### config.mk
export PLATFORM = sky130hd
export DESIGN_NAME = bnn_sram_port_arbiter
export DESIGN_NICKNAME = d
export VERILOG_FILES = /design/src/rtl/bnn_mem_pkg.sv /design/src/rtl/bnn_sram_port_arbiter_rr_pick.sv /design/src/rtl/bnn_sram_port_arbiter.sv
export SDC_FILE = /design/constraint.sdc
export NUM_CORES = 1
export LEC_CHECK = 0
export CORE_ASPECT_RATIO = 1.2
export CORE_MARGIN = 3
export CORE_UTILIZATION = 60
export DETAILED_ROUTE_END_ITERATION = 10
export DONT_BUFFER_PORTS = 1
export PLACE_DENSITY = 0.81
export SETUP_SLACK_MARGIN = 0.15
export SLEW_MARGIN = 20
export SYNTH_ARGS = -nofsm -noshare
export SYNTH_HDL_FRONTEND = slang
export SYNTH_HIERARCHICAL = 1
export SYNTH_SLANG_ARGS = --single-unit
### constraint.sdc
create_clock -name clk -period 3.3 [get_ports clk]
set_clock_uncertainty 0.1 [all_clocks]
set_input_delay 0.33 -clock clk [delete_from_list [all_inputs] [get_ports clk]]
set_output_delay 0.33 -clock clk [all_outputs]
set_load 0.02 [all_outputs]
### src/rtl/bnn_mem_pkg.sv
// Shared memory-map constants and arbiter types for the BNN input/output SRAM.
// Reused by the conv engine, the image loader and the SRAM port arbiter.
package bnn_mem_pkg;

  localparam int SRAM_AW    = 12;
  localparam int SRAM_DW    = 16;
  localparam int SRAM_DEPTH = 4096;

  // Burst counter width; holds MAX_BURST values up to 15.
  localparam int BURST_W = 4;

  typedef enum logic {
    ARB_IDLE = 1'b0,
    ARB_OWN  = 1'b1
  } arb_state_e;

endpackage

### src/rtl/bnn_sram_port_arbiter_rr_pick.sv
// Rotating-priority encoder: returns the first set request bit at or after
// the start pointer, wrapping modulo N_REQ.
module rr_pick #(
  parameter int N_REQ = 3,
  parameter int IW    = 2
) (
  input  logic [N_REQ-1:0] req,
  input  logic [IW-1:0]    start,
  output logic [IW-1:0]    idx,
  output logic             any
);

  always_comb begin
    int j;
    j   = 0;
    idx = '0;
    any = 1'b0;
    for (int k = 0; k < N_REQ; k++) begin
      j = (int'(start) + k) % N_REQ;
      if (!any && req[j]) begin
        any = 1'b1;
        idx = IW'(j);
      end
    end
  end

endmodule

### src/rtl/bnn_sram_port_arbiter.sv
// Round-robin arbiter sharing one single-port SRAM among N_REQ requesters,
// with sticky ownership capped at MAX_BURST grants while others wait.
module bnn_sram_port_arbiter
  import bnn_mem_pkg::*;
#(
  parameter int N_REQ     = 3,
  parameter int AW        = SRAM_AW,
  parameter int DW        = SRAM_DW,
  parameter int MAX_BURST = 4
) (
  input  logic                clk,
  input  logic                reset_b,
  input  logic [N_REQ-1:0]    req_i,
  input  logic [N_REQ-1:0]    we_i,
  input  logic [N_REQ*AW-1:0] addr_i,
  input  logic [N_REQ*DW-1:0] wdata_i,
  output logic [N_REQ-1:0]    gnt_o,
  output logic [N_REQ-1:0]    rvalid_o,
  output logic [DW-1:0]       rdata_o,
  output logic                sram_en_o,
  output logic                sram_we_o,
  output logic [AW-1:0]       sram_addr_o,
  output logic [DW-1:0]       sram_wdata_o,
  input  logic [DW-1:0]       sram_rdata_i
);

  localparam int IW = (N_REQ > 1) ? $clog2(N_REQ) : 1;

  arb_state_e         state, state_nxt;
  logic [IW-1:0]      owner, rr_ptr;
  logic [BURST_W-1:0] burst_cnt;
  logic               own_valid;
  logic [N_REQ-1:0]   owner_oh;
  logic               other_req, sticky;
  logic               rr_any, win_any;
  logic [IW-1:0]      rr_idx, win;

  function automatic logic [BURST_W-1:0] sat_inc(input logic [BURST_W-1:0] c);
    if (c >= BURST_W'(MAX_BURST)) return BURST_W'(MAX_BURST);
    return c + BURST_W'(1);
  endfunction

  function automatic logic [IW-1:0] wrap_inc(input logic [IW-1:0] i);
    if (int'(i) == N_REQ - 1) return '0;
    return i + IW'(1);
  endfunction

  assign own_valid = (state == ARB_OWN);
  assign owner_oh  = N_REQ'(1) << owner;
  assign other_req = |(req_i & ~owner_oh);

  // The owner keeps the port until its burst is spent, unless nobody else wants it.
  assign sticky = own_valid && (|(req_i & owner_oh)) &&
                  ((burst_cnt < BURST_W'(MAX_BURST)) || !other_req);

  rr_pick #(
    .N_REQ (N_REQ),
    .IW    (IW)
  ) u_rr_pick (
    .req   (req_i),
    .start (rr_ptr),
    .idx   (rr_idx),
    .any   (rr_any)
  );

  assign win_any = sticky || rr_any;
  assign win     = sticky ? owner : rr_idx;

  always_ff @(posedge clk or negedge reset_b) begin
    if (!reset_b) state <= ARB_IDLE;
    else          state <= state_nxt;
  end

  always_comb begin
    state_nxt = win_any ? ARB_OWN : ARB_IDLE;
  end

  always_comb begin
    gnt_o        = '0;
    sram_en_o    = 1'b0;
    sram_we_o    = 1'b0;
    sram_addr_o  = '0;
    sram_wdata_o = '0;
    for (int i = 0; i < N_REQ; i++) begin
      if (win_any && (win == IW'(i))) begin
        gnt_o[i]     = 1'b1;
        sram_en_o    = 1'b1;
        sram_we_o    = we_i[i];
        sram_addr_o  = addr_i[i*AW +: AW];
        sram_wdata_o = wdata_i[i*DW +: DW];
      end
    end
  end

  always_ff @(posedge clk or negedge reset_b) begin
    if (!reset_b) begin
      owner     <= '0;
      burst_cnt <= '0;
      rr_ptr    <= '0;
    end else if (win_any) begin
      if (own_valid && (win == owner)) begin
        burst_cnt <= sat_inc(burst_cnt);
      end else begin
        owner     <= win;
        burst_cnt <= BURST_W'(1);
        rr_ptr    <= wrap_inc(win);
      end
    end else begin
      burst_cnt <= '0;
    end
  end

  // ---- read return stage: SRAM data arrives one cycle after the access ----
  always_ff @(posedge clk or negedge reset_b) begin
    if (!reset_b) rvalid_o <= '0;
    else          rvalid_o <= (sram_en_o && !sram_we_o) ? gnt_o : '0;
  end

  assign rdata_o = sram_rdata_i;

endmodule
# Word level (Yosys, flattened, before mapping)
# Index checks and enable logic that the tools add are counted.
# W data, S select, Z words.
# totals
regBits	12
input_bits	108
output_inout_bits	52
wordCells	89
# op_classes
addsub	4
div	3
n_lt_le_gt_ge	5
eq_ne	4
n_shift	1
mux	44
bitwise_logic	4
n_reduce_logical	19
# op_table
operator	n
$lt A32 B4 Y1 const B	3
$mod A32 B3 Y32 const B	2
$mux W16	3
$mux W12	3
$mod A3 B3 Y32 const B	1
$mux W1	24
$mux W4	4
$mux W2	6
$logic_and A1 B1 Y1	9
$and A3 B3 Y3	2
$bmux W1 S2	3
$reduce_or A3 Y1	2
$add A4 B1 Y4 const B	1
$eq A2 B2 Y1 const B	2
$ge A4 B3 Y1 const B	1
$logic_not A1 Y1	4
$lt A4 B3 Y1 const B	1
$add A2 B1 Y3 const B	1
$add A2 B2 Y3 const B	1
$mux W3	1
$not A3 Y3	1
$shl A1 B2 Y3 const A	1
$add A2 B1 Y2 const B	1
$eq A2 B1 Y1 const B	1
other kinds (5)	6

# Longest topological paths before layout
# logic_depth
word_depth	20
ltp_mapped	13
ltp_nobuf	11

# By module
# Netlist, hierarchy kept.
# modules_own_cells
module	instances	cells_each	area_per_inst_um2	seq_area_each_um2
bnn_sram_port_arbiter	1	318	2601.2	300.3
rr_pick	1	26	200.2	0.0

# Least setup slack after synthesis
# No wires, ideal clock.
# synth_timing
path_kind	reg-to-output
start	reg rr_ptr[0]
end	out sram_addr_o[0]
arrival_time_ns	2.854
setup_slack_ns	0.016
path_stages_with_launch	12
n_path_buf	2
cell_sequence	dfrtp_1 -> inv_1 -> ha_1 -> mux2i_1 -> mux2i_1 -> o21ai_1 -> nor2b_1 -> and2_1 -> buf_2 -> clkbuf_1 -> nand3_1 -> a32oi_2
# synth_between
elab_chain_len	17
# synth_lines
item	line_no	rtl
start: declaration	bnn_sram_port_arbiter.sv:30	logic [IW-1:0] owner, rr_ptr;
start signal: assignment	bnn_sram_port_arbiter.sv:106	rr_ptr <= wrap_inc(win);
branches (longest 10 deep; another with $mod A32 B3 Y32)	-	
$mux W2 *	bnn_sram_port_arbiter_rr_pick.sv:20	if (!any && req[j]) begin
net rr_idx[0]	bnn_sram_port_arbiter.sv:36	logic [IW-1:0] rr_idx, win;
$mux W2 *	bnn_sram_port_arbiter.sv:67	assign win = sticky ? owner : rr_idx;
$logic_not A2 Y1	bnn_sram_port_arbiter.sv:85	if (win_any && (win == IW'(i))) begin
$logic_and A1 B1 Y1	bnn_sram_port_arbiter.sv:85	
$mux W12 (2 in series)	bnn_sram_port_arbiter.sv:85	
$mux W12 *	bnn_sram_port_arbiter.sv:85	
end: declaration	bnn_sram_port_arbiter.sv:22	output logic [AW-1:0] sram_addr_o,
# Mark *: on every way through the listed nets, which the timed path passes. The select of a mux whose other input is x is not followed.

# Worst setup path after layout
# layout_timing
start	reg rr_ptr[1]
end	out sram_addr_o[10]
# Same word-level chain as after synthesis.

==> impl_metrics.csv <==
group,metric,value,unit
worst_setup_path,critPathArrivalTime,3.07,ns
clock_tree,cts.reportedPaths.clkPinSlew,0.05,ns
sta,finalCriticalPeriod,3.50,ns
worst_setup_path,cp-end-kind,"output port",
sta,fin_ws,-0.205,ns
place,port_buffers,0,
worst_setup_path,cp-start-kind,"flop",
synthesis,syn-cell-area,2800,sq um
synthesis,synthFlopType,"dfrtp_1",
cells_and_area,mostFrequentLayoutCells,"51 x nand3_1, 33 x buf_4, 32 x inv_1",
global_route,antenna_found_initial,0,
clock_tree,cts_inserted_buffers,3,
clock_tree,clk_latency,0.24,ns
worst_hold_path,hold_class,"input pin to flop",
synthesis,synth.top_cells.by_area,"a32oi_2 15%, mux2_4 14%, dfrtp_1 11%",
routing,vias_per_cell,7.65,
cells_and_area,diodes,0,
global_route,grt_usage,0.324,
sta,slew_headroom,0.627,
place,dp_hpwl,5600,um
floorplanning,coreArea,4390,sq um
cells_and_area,stdcell_count,410,
routing,totalWireLength,11400,um
sta,setup-violations-final,30,
synthesis,synth_edf_count,0,
synthesis,synthArstFlopShare,1.00,
floorplanning,initial_core_util,0.638,
synthesis,syn_avg_cell_area,8.14,sq um
global_route,grt_first_pass_wirelength,13500,um
global_route,grt_overflow_total,0,
place,dp.cells,373,
clock_tree,cts.sinks,12,
sta,fmax,285,MHz
cells_and_area,multi_input_area,2590,sq um
routing,ant_nets,0,
synthesis,yosysTopAreaCellShare,0.151,
cells_and_area,n_fill_cell,192,
synthesis,netlist-cell-type-count,43,
cells_and_area,final_nets,467,
worst_setup_path,r2r_setup_slack,0.13,ns
routing,drcViolationCount,0,
clock_tree,cts_root_buf,"clkbuf_8",
status,status,"finished with violations",
routing,vias,3135,
clock_tree,cts_buffer_depth,2,
synthesis,yosysWarnings,6,
synthesis,ys_seq_elements,12,
clock_tree,cts_tree,"done",
global_route,grt_pass1_vias,2827,
synthesis,syn_inst,344,
place,place.gp.congestion,0.810,
sta,worst_pin_slew,0.558,ns
worst_setup_path,timing_worst_setup_path_type,"flop to output port",
flow_run,drv_cap,0,
floorplanning,die_w,68.4,um
floorplanning,die_y,80.9,um
synthesis,syn_nets,456,
cells_and_area,seq_area,302,sq um
clock_tree,h-tree-depth,1,
status,failed_checks,"negative setup slack",
floorplanning,fp.dieArea,5530,sq um
routing,dr.pass1.iters,5,
sta,rsz0062_at_grt,"yes",
sta,period_share,1.06,
floorplanning,row_count,26,
routing,initialDrtViolationCount,442,
synthesis,yosysTopAreaCell,"a32oi_2",
sta,finalHoldViolations,0,
synthesis,seq_area_frac_synth,0.107,
worst_setup_path,cp_max_fo,6,
sta,maxSlewViolCount,0,
worst_setup_path,required,2.87,ns
floorplanning,ios,160,
sta,setup_tns,-4.82,ns
cells_and_area,final_common_cell,"nand3_1",
cells_and_area,syn2layout_area_growth,35.1,%
routing,wl_per_cell,27.8,um
global_route,grt_max_degree,35,
cells_and_area,drive_above_1_share,0.446,
[area by class of cell]
type | count | area share
inverters | 34 | 0.0337
flip-flops and latches | 12 | 0.0797
multi-input cells | 248 | 0.684
repair buffers | 56 | 0.170
well taps | 56 | 0.0185
clock buffers | 4 | 0.0146
[synthesized netlist by cell type, drive strengths merged, types with 2 or more instances]
library cell / n
xnor2: 2
nand2: 9
nand3: 57
nand3b: 6
o21bai: 28
clkbuf: 21
nor2: 7
mux2: 33
o21ai: 32
inv: 34
a32oi: 28
nand2b: 3
and3: 3
nor2b: 4
or3: 2
dfrtp: 12
ha: 4
a21oi: 3
buf: 29
mux2i: 10
and2: 3
a211oi: 2
[through the flow]
stage,setup WS (ns),hold WS (ns),utilization,cell area (sq um)
after floorplan,0.0538,-0.0656,-,2820
after global placement,0.0586,-0.0653,0.643,2820
after detailed placement,-0.0353,-0.0653,0.643,2820
after CTS,-0.000682,0.337,0.807,3540
after global routing,-0.323,0.414,0.862,3780
final,-0.205,0.399,0.862,3780
[path summary, 6_finish.rpt]
check                              from              end  depth (start not counted)
min reg2reg                burst_cnt[2]     burst_cnt[2]                          1
max reg2reg                   rr_ptr[1]      rvalid_o[1]                         15
max                           rr_ptr[1]  sram_addr_o[10]                         12
max in group asynchronous       reset_b        rr_ptr[0]                          1
min                             we_i[1]      rvalid_o[0]                          3
min in group asynchronous       reset_b     burst_cnt[2]                          1
[state kept, by name (all words and copies together) (netlist names)]
register and cells:
burst_cnt 4, own_valid 1, owner 2, rr_ptr 2
rvalid_o 3
[cell families after synthesis]
kind of cell,share of synthesized area
AO/OA/AOI/OAI,0.322
XOR/XNOR,0.00625
adder cells (fa/ha/maj),0.0179
buffers and inverters,0.155
flip-flops,0.107
multiplexers,0.203
other,0.00134
AND/OR/NAND/NOR,0.186
[per-layer routing]
layer / routed length [um] / part of all wire / vias to the layer above / track usage
met5: 0 / 0 / - / 0
met2: 5650 / 0.49 / 258 / 0.626
met3: 1150 / 0.10 / 107 / 0.0553
li1: - / - / 1259 / -
met1: 3650 / 0.32 / 1511 / 0.327
met4: 971 / 0.085 / 0 / 0.143
[critical path, stage by stage, from the launching register on]
cell and delay, ns:
dfrtp_1 0.41, buf_6 0.14, ha_4 0.31, mux2i_4 0.30, mux2i_1 0.30, o21ai_2 0.13
nor2b_4 0.25, buf_4 0.16, nand2_2 0.06, mux2i_4 0.30, buf_6 0.20, clkbuf_16 0.18
a32oi_4 0.09
[what timing repair did]
action	CTS	global route
gates resized for setup	62	30
hold buffers	1	0
gates cloned	4	3
setup endpoints to repair	31	33
pin swaps	14	14
endpoints found under the hold margin	12	0
setup buffers	14	11
Power is not shown: default switching activity piles up to over one toggle a cycle in this logic, so the estimate is an artifact.
